<file path="src/rtl/trap_ctrl_if.sv">
// Pipeline-side bundle for the machine-mode trap sequencer: EX/MEM status and CSR
// values in, pipeline-register control, fetch redirect and CSR write port out.
interface trap_ctrl_if;
   logic        ex_valid_i;
   logic        ex_trap_i;
   logic        ex_ebreak_i;
   logic        ex_mret_i;
   logic [31:0] ex_pc_i;
   logic        mem_busy_i;
   logic        irq_ext_i;
   logic        mstatus_mie_i;
   logic        mie_meie_i;
   logic [31:0] mtvec_i;
   logic [31:0] mepc_i;
   logic        flush_if_o;
   logic        flush_id_o;
   logic        flush_ex_o;
   logic        stall_o;
   logic        redirect_o;
   logic [31:0] redirect_pc_o;
   logic        csr_we_o;
   logic [11:0] csr_waddr_o;
   logic [31:0] csr_wdata_o;
   logic        mstatus_trap_o;
   logic        mstatus_mret_o;
   logic        busy_o;

   modport slave (
      input  ex_valid_i, ex_trap_i, ex_ebreak_i, ex_mret_i, ex_pc_i, mem_busy_i,
             irq_ext_i, mstatus_mie_i, mie_meie_i, mtvec_i, mepc_i,
      output flush_if_o, flush_id_o, flush_ex_o, stall_o, redirect_o, redirect_pc_o,
             csr_we_o, csr_waddr_o, csr_wdata_o, mstatus_trap_o, mstatus_mret_o, busy_o
   );

   modport master (
      output ex_valid_i, ex_trap_i, ex_ebreak_i, ex_mret_i, ex_pc_i, mem_busy_i,
             irq_ext_i, mstatus_mie_i, mie_meie_i, mtvec_i, mepc_i,
      input  flush_if_o, flush_id_o, flush_ex_o, stall_o, redirect_o, redirect_pc_o,
             csr_we_o, csr_waddr_o, csr_wdata_o, mstatus_trap_o, mstatus_mret_o, busy_o
   );
endinterface

</file>
<file path="src/rtl/trap_ctrl.sv">
// Machine-mode trap sequencer: accepts ecall/ebreak/mret/external IRQ from EX, drains MEM,
// writes mepc/mcause, updates mstatus and redirects fetch to the handler or return address.
module trap_ctrl #(
   parameter int unsigned IRQ_SYNC_STAGES = 2
) (
   input  logic         clk_i,
   input  logic         rstn_i,
   trap_ctrl_if.slave   bus
);

   typedef enum logic [2:0] {
      IDLE     = 3'd0,
      DRAIN    = 3'd1,
      W_EPC    = 3'd2,
      W_CAUSE  = 3'd3,
      REDIRECT = 3'd4
   } state_e;

   typedef enum logic [1:0] {
      KIND_EXC  = 2'd0,
      KIND_IRQ  = 2'd1,
      KIND_MRET = 2'd2
   } kind_e;

   localparam logic [31:0] CAUSE_ECALL  = 32'h0000_000B;
   localparam logic [31:0] CAUSE_EBREAK = 32'h0000_0003;
   localparam logic [31:0] CAUSE_IRQ    = 32'h8000_000B;
   localparam logic [11:0] CSR_MEPC     = 12'h341;
   localparam logic [11:0] CSR_MCAUSE   = 12'h342;

   logic [IRQ_SYNC_STAGES-1:0] irq_sync_q;
   state_e      state_q, state_d;
   kind_e       kind_q, kind_d;
   logic [31:0] epc_q, epc_d;
   logic [31:0] cause_q, cause_d;
   logic        stall_q, redirect_q, flush_if_q, csr_we_q;
   logic [11:0] csr_waddr_q;
   logic [31:0] csr_wdata_q;
   logic        mstatus_trap_q, mstatus_mret_q, busy_q;
   logic        irq_pend_s, accept_s;
   logic [31:0] tvec_base_s, redirect_pc_s;

   // Two-or-more flop synchronizer for the asynchronous external interrupt level
   always_ff @(posedge clk_i or negedge rstn_i) begin
      if (!rstn_i) begin
         irq_sync_q <= '0;
      end else begin
         irq_sync_q <= {irq_sync_q[IRQ_SYNC_STAGES-2:0], bus.irq_ext_i};
      end
   end

   assign irq_pend_s = irq_sync_q[IRQ_SYNC_STAGES-1] & bus.mstatus_mie_i & bus.mie_meie_i;
   assign accept_s   = (state_q == IDLE) & bus.ex_valid_i &
                       (bus.ex_trap_i | bus.ex_mret_i | irq_pend_s);

   // Next-state and request latching; priority is exception > mret > interrupt
   always_comb begin
      state_d = state_q;
      kind_d  = kind_q;
      epc_d   = epc_q;
      cause_d = cause_q;
      case (state_q)
         IDLE: begin
            if (accept_s) begin
               state_d = DRAIN;
               epc_d   = bus.ex_pc_i;
               if (bus.ex_trap_i) begin
                  kind_d  = KIND_EXC;
                  cause_d = bus.ex_ebreak_i ? CAUSE_EBREAK : CAUSE_ECALL;
               end else if (bus.ex_mret_i) begin
                  kind_d  = KIND_MRET;
                  cause_d = 32'h0000_0000;
               end else begin
                  kind_d  = KIND_IRQ;
                  cause_d = CAUSE_IRQ;
               end
            end else begin
               state_d = IDLE;
            end
         end
         DRAIN: begin
            if (!bus.mem_busy_i) begin
               state_d = (kind_q == KIND_MRET) ? REDIRECT : W_EPC;
            end else begin
               state_d = DRAIN;
            end
         end
         W_EPC:    state_d = W_CAUSE;
         W_CAUSE:  state_d = REDIRECT;
         REDIRECT: state_d = IDLE;
         default:  state_d = IDLE;
      endcase
   end

   // FSM state plus outputs registered from the state being entered
   always_ff @(posedge clk_i or negedge rstn_i) begin
      if (!rstn_i) begin
         state_q        <= IDLE;
         kind_q         <= KIND_EXC;
         epc_q          <= 32'h0000_0000;
         cause_q        <= 32'h0000_0000;
         stall_q        <= 1'b0;
         redirect_q     <= 1'b0;
         flush_if_q     <= 1'b0;
         csr_we_q       <= 1'b0;
         csr_waddr_q    <= 12'h000;
         csr_wdata_q    <= 32'h0000_0000;
         mstatus_trap_q <= 1'b0;
         mstatus_mret_q <= 1'b0;
         busy_q         <= 1'b0;
      end else begin
         state_q        <= state_d;
         kind_q         <= kind_d;
         epc_q          <= epc_d;
         cause_q        <= cause_d;
         stall_q        <= (state_d == DRAIN) | (state_d == W_EPC) | (state_d == W_CAUSE);
         redirect_q     <= (state_d == REDIRECT);
         flush_if_q     <= (state_d == REDIRECT);
         csr_we_q       <= (state_d == W_EPC) | (state_d == W_CAUSE);
         mstatus_trap_q <= (state_d == W_CAUSE);
         mstatus_mret_q <= (state_d == REDIRECT) & (kind_d == KIND_MRET);
         busy_q         <= (state_d != IDLE);
         case (state_d)
            W_EPC: begin
               csr_waddr_q <= CSR_MEPC;
               csr_wdata_q <= {epc_d[31:2], 2'b00};
            end
            W_CAUSE: begin
               csr_waddr_q <= CSR_MCAUSE;
               csr_wdata_q <= cause_d;
            end
            default: begin
               csr_waddr_q <= 12'h000;
               csr_wdata_q <= 32'h0000_0000;
            end
         endcase
      end
   end

   // Redirect target follows the live mtvec/mepc while the redirect strobe is up
   always_comb begin
      tvec_base_s   = {bus.mtvec_i[31:2], 2'b00};
      redirect_pc_s = 32'h0000_0000;
      if (redirect_q) begin
         case (kind_q)
            KIND_MRET: redirect_pc_s = {bus.mepc_i[31:2], 2'b00};
            KIND_IRQ: begin
               if (bus.mtvec_i[1:0] == 2'b01) begin
                  redirect_pc_s = tvec_base_s + {25'd0, cause_q[4:0], 2'b00};
               end else begin
                  redirect_pc_s = tvec_base_s;
               end
            end
            default:   redirect_pc_s = tvec_base_s;
         endcase
      end else begin
         redirect_pc_s = 32'h0000_0000;
      end
   end

   assign bus.flush_if_o     = accept_s | flush_if_q;
   assign bus.flush_id_o     = accept_s;
   assign bus.flush_ex_o     = accept_s;
   assign bus.stall_o        = stall_q;
   assign bus.redirect_o     = redirect_q;
   assign bus.redirect_pc_o  = redirect_pc_s;
   assign bus.csr_we_o       = csr_we_q;
   assign bus.csr_waddr_o    = csr_waddr_q;
   assign bus.csr_wdata_o    = csr_wdata_q;
   assign bus.mstatus_trap_o = mstatus_trap_q;
   assign bus.mstatus_mret_o = mstatus_mret_q;
   assign bus.busy_o         = busy_q;

endmodule

</file>
<file path="src/flat_wrapper.sv">
// flat-port wrapper written by rule: the top's interface ports become plain ports
module trap_ctrl_flat 
#(
   parameter int unsigned IRQ_SYNC_STAGES = 2
)
  (clk_i, rstn_i, bus_ex_valid_i, bus_ex_trap_i, bus_ex_ebreak_i, bus_ex_mret_i, bus_ex_pc_i, bus_mem_busy_i, bus_irq_ext_i, bus_mstatus_mie_i, bus_mie_meie_i, bus_mtvec_i, bus_mepc_i, bus_flush_if_o, bus_flush_id_o, bus_flush_ex_o, bus_stall_o, bus_redirect_o, bus_redirect_pc_o, bus_csr_we_o, bus_csr_waddr_o, bus_csr_wdata_o, bus_mstatus_trap_o, bus_mstatus_mret_o, bus_busy_o);
  trap_ctrl_if bus_i ();
  input  logic clk_i;
  input  logic rstn_i;
  input wire logic [$bits(bus_i.ex_valid_i)-1:0] bus_ex_valid_i;
  input wire logic [$bits(bus_i.ex_trap_i)-1:0] bus_ex_trap_i;
  input wire logic [$bits(bus_i.ex_ebreak_i)-1:0] bus_ex_ebreak_i;
  input wire logic [$bits(bus_i.ex_mret_i)-1:0] bus_ex_mret_i;
  input wire logic [$bits(bus_i.ex_pc_i)-1:0] bus_ex_pc_i;
  input wire logic [$bits(bus_i.mem_busy_i)-1:0] bus_mem_busy_i;
  input wire logic [$bits(bus_i.irq_ext_i)-1:0] bus_irq_ext_i;
  input wire logic [$bits(bus_i.mstatus_mie_i)-1:0] bus_mstatus_mie_i;
  input wire logic [$bits(bus_i.mie_meie_i)-1:0] bus_mie_meie_i;
  input wire logic [$bits(bus_i.mtvec_i)-1:0] bus_mtvec_i;
  input wire logic [$bits(bus_i.mepc_i)-1:0] bus_mepc_i;
  output wire logic [$bits(bus_i.flush_if_o)-1:0] bus_flush_if_o;
  output wire logic [$bits(bus_i.flush_id_o)-1:0] bus_flush_id_o;
  output wire logic [$bits(bus_i.flush_ex_o)-1:0] bus_flush_ex_o;
  output wire logic [$bits(bus_i.stall_o)-1:0] bus_stall_o;
  output wire logic [$bits(bus_i.redirect_o)-1:0] bus_redirect_o;
  output wire logic [$bits(bus_i.redirect_pc_o)-1:0] bus_redirect_pc_o;
  output wire logic [$bits(bus_i.csr_we_o)-1:0] bus_csr_we_o;
  output wire logic [$bits(bus_i.csr_waddr_o)-1:0] bus_csr_waddr_o;
  output wire logic [$bits(bus_i.csr_wdata_o)-1:0] bus_csr_wdata_o;
  output wire logic [$bits(bus_i.mstatus_trap_o)-1:0] bus_mstatus_trap_o;
  output wire logic [$bits(bus_i.mstatus_mret_o)-1:0] bus_mstatus_mret_o;
  output wire logic [$bits(bus_i.busy_o)-1:0] bus_busy_o;
  assign bus_i.ex_valid_i = bus_ex_valid_i;
  assign bus_i.ex_trap_i = bus_ex_trap_i;
  assign bus_i.ex_ebreak_i = bus_ex_ebreak_i;
  assign bus_i.ex_mret_i = bus_ex_mret_i;
  assign bus_i.ex_pc_i = bus_ex_pc_i;
  assign bus_i.mem_busy_i = bus_mem_busy_i;
  assign bus_i.irq_ext_i = bus_irq_ext_i;
  assign bus_i.mstatus_mie_i = bus_mstatus_mie_i;
  assign bus_i.mie_meie_i = bus_mie_meie_i;
  assign bus_i.mtvec_i = bus_mtvec_i;
  assign bus_i.mepc_i = bus_mepc_i;
  assign bus_flush_if_o = bus_i.flush_if_o;
  assign bus_flush_id_o = bus_i.flush_id_o;
  assign bus_flush_ex_o = bus_i.flush_ex_o;
  assign bus_stall_o = bus_i.stall_o;
  assign bus_redirect_o = bus_i.redirect_o;
  assign bus_redirect_pc_o = bus_i.redirect_pc_o;
  assign bus_csr_we_o = bus_i.csr_we_o;
  assign bus_csr_waddr_o = bus_i.csr_waddr_o;
  assign bus_csr_wdata_o = bus_i.csr_wdata_o;
  assign bus_mstatus_trap_o = bus_i.mstatus_trap_o;
  assign bus_mstatus_mret_o = bus_i.mstatus_mret_o;
  assign bus_busy_o = bus_i.busy_o;
  trap_ctrl #(.IRQ_SYNC_STAGES(IRQ_SYNC_STAGES)) u_core (.clk_i(clk_i), .rstn_i(rstn_i), .bus(bus_i));
endmodule
</file>
<file path="config.mk">
export PLATFORM = sky130hd
export DESIGN_NAME = trap_ctrl_flat
export DESIGN_NICKNAME = d
export VERILOG_FILES = /design/src/rtl/trap_ctrl_if.sv /design/src/rtl/trap_ctrl.sv /design/src/flat_wrapper.sv
export SDC_FILE = /design/constraint.sdc
export NUM_CORES = 1
export LEC_CHECK = 0
export CAP_MARGIN = 20
export CORE_MARGIN = 1.5
export CORE_UTILIZATION = 25
export DETAILED_ROUTE_END_ITERATION = 12
export PLACE_DENSITY = 0.55
export SLEW_MARGIN = 15
export SYNTH_ARGS = -nofsm -noshare
export SYNTH_HDL_FRONTEND = slang
export SYNTH_SLANG_ARGS = --single-unit
</file>
<file path="constraint.sdc">
create_clock -name clk_i -period 7 [get_ports clk_i]
set_clock_uncertainty 0.15 [all_clocks]
set_input_delay 0.7 -clock clk_i [delete_from_list [all_inputs] [get_ports clk_i]]
set_output_delay 0.7 -clock clk_i [all_outputs]
set_load 0.02 [all_outputs]
</file>
==> results.toml, run 1 <==
[grt]
grt_max_degree = 63
grt_pass1_wl_um = 26800
grt.total_usage_pct = 15.3
grt_overflow = 0
use_met2_pct = 24.6
top_usage_layer = "met2"
grt_util_met3_pct = 4.18
first_global_vias = 4818
antenna_found_initial = 0
global_route.usage.met1_pct = 20.1

[yosys]
synthArstFlopShare_pct = 100
synth_top_area_share_pct = 49.8
syn_area_um2 = 5430
synth.distinct_cells = 61
synth_area_leaders = "dfrtp_1, nand2_1, a22o_1, and2_1, buf_4"
syn_avg_cell_area_um2 = 9.37
seq_area_frac_synth_pct = 49.8
synth_top_area_cell = "dfrtp_1"
ys_warn_count = 0
ys.flop_type = "dfrtp_1"
synth_edf_count = 0
synthCells = 579
synth_seq_cells = 108

[hold_path]
hp-start = "u_core.irq_sync_q[0]$_DFF_PN0_"
min_to = "u_core.irq_sync_q[1]$_DFF_PN0_"
worstHoldPathType = "flip-flop to flip-flop"
min_path_cells = 0

[cts]
cts_tree = "done"
cts_root_buffer = "clkbuf_16"
cts.path.max_buffers = 2
cts_setup_buffers = 0
post_cts_resized = 0
path_clk_slew_ns = 0.07
holdBufCountCts = 0
cts_sinks = 108
h-tree-depth = 3
cts_buffers = 9
clock_latency_ns = 0.34

[timing]
slew_headroom_pct = 32.9
grt_setup_unrepaired = "no"
holdWs_ns = 0.204
setup_tns_ns = 0
post-route-period-util_pct = 75.1
period_minus_slack_ns = 5.26
worst_pin_slew_ns = 1.00
fmax_mhz = 190
finalHoldViolCount = 0
slew_viol_final = 0
setup_viol = 0

[worst_setup_path]
path_class = "input pin to output pin"
max_stage_delay_ns = 0.63
crit_top_cell = "clkdlybuf4s50_1"
r2r_slack_ns = 4.62
ff2ff_path_depth = 7
r2r_start = "u_core.state_q[1]$_DFF_PN0_"
arrival_ns = 4.41
worstSetupEndpointType = "output pin"
cp.required_ns = 6.15
critPathMaxFanout = 14
crit_chain = "clkdlybuf4s50_1 > ha_1 > inv_1 > fa_1 > nand2b_1 > a21oi_1 > o21ai_1 > or4_1 > a31oi_1 > clkdlybuf4s50_1"
r2r-end = "u_core.bus.csr_wdata_o[14]$_DFF_PN0_"
critPathLaunchType = "input pin"
slowest_stage = "clkdlybuf4s50_1"

[layout]
regArea_um2 = 2700
antenna_cells = 0
fillerInstances = 2157
final_common_cell = "clkdlybuf4s50_1"
multiInputGateArea_um2 = 2460
area_growth_pct = 42.2
num-nets-final = 853
final_cell_mix = "clkdlybuf4s50_1, nand2_1, dfrtp_1"
drive_gt1_share_pct = 5.38

[die]
start_util_pct = 25.7
die_width_um = 150
die_height_um = 150
coreArea_um2 = 21200
dieArea_um2 = 22600
io_pins = 191
rows = 53

[route]
first_pass_iters = 4
drtIter0Drc = 175
antenna_left = 0
routed_wl_um = 17500
drc = 0
vias_per_cell = 4.77
num_vias = 4865
wire_per_inst_um = 17.2

[pwr]
p_per_area_nw_per_um2 = 319
leakage_nw = 3.35
ir_drop_mv = 0.181

[placed_design]
port_buffers = 177
dp_hpwl_um = 12300
gp_congestion = 0.813

[flow_run]
max_cap_viol_count = 0

[run_status]
status = "complete, no violations"
==> synthesized netlist by cell type, types with 2 or more instances <==
library cell / n
nand2_1: 131
dfrtp_1: 108
and2_1: 36
a22o_1: 31
clkbuf_1: 27
a21oi_1: 25
o21ai_0: 19
buf_4: 17
nand3_1: 14
nor2_1: 14
inv_1: 13
a22oi_1: 10
a31oi_1: 8
and3_1: 8
o211ai_1: 8
ha_1: 7
nand4_1: 7
or3_1: 6
or4_1: 6
nand2b_1: 5
nor2b_1: 5
a21o_1: 4
nor3_1: 4
o22ai_1: 4
o311ai_0: 4
o31a_1: 4
o31ai_1: 4
a2111oi_0: 3
a211oi_1: 3
clkinv_1: 3
mux2i_1: 3
o2bb2ai_1: 3
a31o_2: 2
a32oi_1: 2
and4_1: 2
mux2_2: 2
o211a_1: 2
or2_2: 2
==> stage by stage <==
stage | util (%) | instances | power (mW) | cell area, um2 | setup slack, ns
6_report | 36.5 | 1019 | 2.46 | 7720 | 1.74
4_1_cts | 36.5 | 1019 | 2.49 | 7720 | 1.77
2_1_floorplan | - | 587 | 1.50 | 5460 | 3.35
3_5_place_dp | 35.0 | 1003 | 1.97 | 7410 | 1.77
5_1_grt | 36.5 | 1019 | 2.63 | 7720 | 1.51
3_3_place_gp | 35.0 | 1003 | 1.96 | 7410 | 1.81
==> worst max-delay path, delay by kind of cell <==
family          cells  cell delay, ns
buf+inv             3            1.19
compound gates      3            1.14
simple gates        2            0.78
fa+ha+maj           2            0.59
==> power breakdown <==
part           switching [mW]  total (mW)  internal [mW]
registers              0.0549       0.828          0.773
clock network           0.229       0.520          0.290
logic                   0.689        1.11          0.423
total                   0.973        2.46           1.49
==> flip-flops by register name, indices dropped and copies added (netlist names) <==
signal	count
u_core.bus.csr_waddr_o	3
u_core.bus.busy_o	1
u_core.bus.csr_wdata_o	32
u_core.bus.stall_o	1
u_core.kind_q	2
u_core.state_q	3
u_core.epc_q	30
u_core.bus.mstatus_mret_o	1
u_core.cause_q	32
u_core.irq_sync_q	2
u_core.bus.redirect_o	1
==> worst max-delay path by stage <==
stage                                  endpoint  depth (start not counted)            from  slack (ns)
after floorplan           bus_redirect_pc_o[30]                          8  bus_mtvec_i[2]        3.35
after global placement    bus_redirect_pc_o[30]                         10  bus_mtvec_i[2]        1.81
after detailed placement  bus_redirect_pc_o[30]                         10  bus_mtvec_i[2]        1.77
after CTS                 bus_redirect_pc_o[30]                         10  bus_mtvec_i[2]        1.77
after global routing      bus_redirect_pc_o[30]                         10  bus_mtvec_i[2]        1.51
final                     bus_redirect_pc_o[30]                         10  bus_mtvec_i[2]        1.74
==> cell type report <==
type | count | area share, %
clock buffer | 10 | 3.10
tap | 275 | 4.46
clock inverter | 6 | 0.908
inverter | 16 | 0.778
sequential | 108 | 35.0
timing repair buffer | 187 | 23.9
multi-input combinational | 417 | 31.9
==> cell families (layout without fill, tap and decap cells) <==
kind of cell,Yosys count,count (layout),share of synthesized area [%]
AND/OR/NAND/NOR,247,247,22.2
AO/OA/AOI/OAI,147,147,19.4
flip-flops,108,108,49.8
buffers and inverters,62,219,5.49
adder cells (fa/ha/maj),8,8,1.98
multiplexers,5,5,0.968
other,1,9,0.0691
XOR/XNOR,1,1,0.161
==> layer usage <==
metal  routed length (um)  vias up
met5                    0        -
met4                  232        0
met3                 1660       16
met2                 7850      199
met1                 7810     2292
li1                     -     2358
(Power assumes the default switching activity.)
==> run 2, diff against run 1 <==
==> constraint.sdc (replaced) <==
create_clock -name clk_i -period 5.5 [get_ports clk_i]
set_clock_uncertainty 0.15 [all_clocks]
set_input_delay 0.55 -clock clk_i [delete_from_list [all_inputs] [get_ports clk_i]]
set_output_delay 0.55 -clock clk_i [all_outputs]
set_load 0.02 [all_outputs]
==> run 2 against run 1 <==
Effect of this change: sequential share of layout area barely moved; final cell count up 0.20%; worst setup slack got worse by 0.82 ns; largest power group unchanged; critical path depth up 1; critical endpoint unchanged; die area is the same; critical path type unchanged; worst hold slack got worse by 0.15 ns.
==> results.toml, run 2 (synthesized netlist as in run 1, its figures left out) <==
[run_status]
status = "complete, no violations"

[grt]
use_met2_pct = 24.4
first_global_vias = 4824
antenna_found_initial = 1
grt_pass1_wl_um = 27100
grt.total_usage_pct = 15.5
grt_util_met3_pct = 4.09
top_usage_layer = "met2"
grt_max_degree = 63
grt_overflow = 0
global_route.usage.met1_pct = 21.0

[route]
num_vias = 4879
wire_per_inst_um = 17.1
vias_per_cell = 4.78
drc = 0
antenna_left = 0
drtIter0Drc = 158
routed_wl_um = 17500
first_pass_iters = 5

[worst_setup_path]
max_stage_delay_ns = 0.63
crit_chain = "clkdlybuf4s50_1 > ha_1 > inv_1 > fa_1 > nand2b_1 > a21oi_1 > buf_4 > o21ai_1 > or4_1 > a31oi_1 > clkdlybuf4s50_1"
critPathLaunchType = "input pin"
worstSetupEndpointType = "output pin"
slowest_stage = "clkdlybuf4s50_1"
critPathMaxFanout = 14
path_class = "input pin to output pin"
crit_top_cell = "clkdlybuf4s50_1"
arrival_ns = 3.87
cp.required_ns = 4.80

[die]
die_width_um = 150
coreArea_um2 = 21200
io_pins = 191
rows = 53
die_height_um = 150
dieArea_um2 = 22600
start_util_pct = 25.7

[timing]
period_minus_slack_ns = 4.57
grt_setup_unrepaired = "no"
setup_tns_ns = 0
fmax_mhz = 219
worst_pin_slew_ns = 1.01
post-route-period-util_pct = 83.1
finalHoldViolCount = 0
slew_viol_final = 0
slew_headroom_pct = 32.7
setup_viol = 0

[layout]
fillerInstances = 2199
area_growth_pct = 42.3
antenna_cells = 0
final_cell_mix = "clkdlybuf4s50_1, nand2_1, dfrtp_1"
drive_gt1_share_pct = 5.63
layout.cells.non_filler = 1021
final_common_cell = "clkdlybuf4s50_1"
num-nets-final = 855
fin_util_pct = 36.5

[cts]
cts_buffers = 9
holdBufCountCts = 0
cts_tree = "done"
cts_setup_buffers = 0
cts_sinks = 108
path_clk_slew_ns = 0.07
cts_root_buffer = "clkbuf_16"
cts.path.max_buffers = 2
post_cts_resized = 0
clock_latency_ns = 0.34
h-tree-depth = 3

[placed_design]
gp_congestion = 0.844
dp_hpwl_um = 12400
port_buffers = 177
placed_cells = 1005

[pwr]
ir_drop_mv = 0.207
p_per_area_nw_per_um2 = 406
fin_total_pwr_mw = 3.14
leakage_nw = 3.36

[hold_path]
worstHoldPathType = "input pin to async pin"

[flow_run]
max_cap_viol_count = 0
[run 2: report_power, final]
part | total (mW) | switching [mW] | internal, mW
Combinational | 1.43 | 0.881 | 0.550
Clock | 0.653 | 0.297 | 0.356
Sequential | 1.05 | 0.0700 | 0.984
[run 2: final timing paths]
path	depth (start not counted)	slack, ns	endpoint	startpoint
hold reg to reg	0	0.20	u_core.irq_sync_q[1]$_DFF_PN0_	u_core.irq_sync_q[0]$_DFF_PN0_
max in group asynchronous	2	3.92	u_core.cause_q[8]$_DFF_PN0_	rstn_i
setup reg to reg	7	3.18	u_core.bus.csr_wdata_o[3]$_DFF_PN0_	u_core.state_q[1]$_DFF_PN0_
min in group clk_i	0	0.20	u_core.irq_sync_q[1]$_DFF_PN0_	u_core.irq_sync_q[0]$_DFF_PN0_
hold / removal	1	0.05	u_core.epc_q[13]$_DFF_PN0_	rstn_i
setup / recovery	11	0.93	bus_redirect_pc_o[30]	bus_mtvec_i[2]
[run 2: area by class of cell]
cell class | instances | area (um2) | area share (%)
Sequential cell | 108 | 2700 | 35.0
Multi-Input combinational cell | 417 | 2460 | 31.8
Timing Repair Buffer | 189 | 1860 | 24.1
Tap cell | 275 | 344 | 4.45
Clock buffer | 9 | 225 | 2.92
Clock inverter | 7 | 73.8 | 0.956
Inverter | 16 | 60.1 | 0.778
[run 2: metal layers]
layer  wire (um)  part of all wire, %
met5          13                0.074
met4         165                 0.94
met3        1590                  9.1
met2        7860                   45
met1        7860                   45
[run 2: stage by stage]
step / setup WS [ns] / area, um2 / hold slack [ns]
after floorplan: 2.15 / 5460 / 0.104
after global placement: 0.900 / 7420 / 0.182
after detailed placement: 0.922 / 7420 / 0.185
after CTS: 0.924 / 7720 / 0.0658
after global routing: 0.694 / 7720 / 0.0936
final: 0.927 / 7720 / 0.0538
[run 2: worst max-delay path, delay by kind of cell]
| kind | cells | cell delay, ns |
|---|---|---|
| AND/OR/NAND/NOR | 2 | 0.80 |
| AO/OA/AOI/OAI | 3 | 0.61 |
| adder cells (fa/ha/maj) | 2 | 0.58 |
| buffers and inverters | 4 | 1.32 |
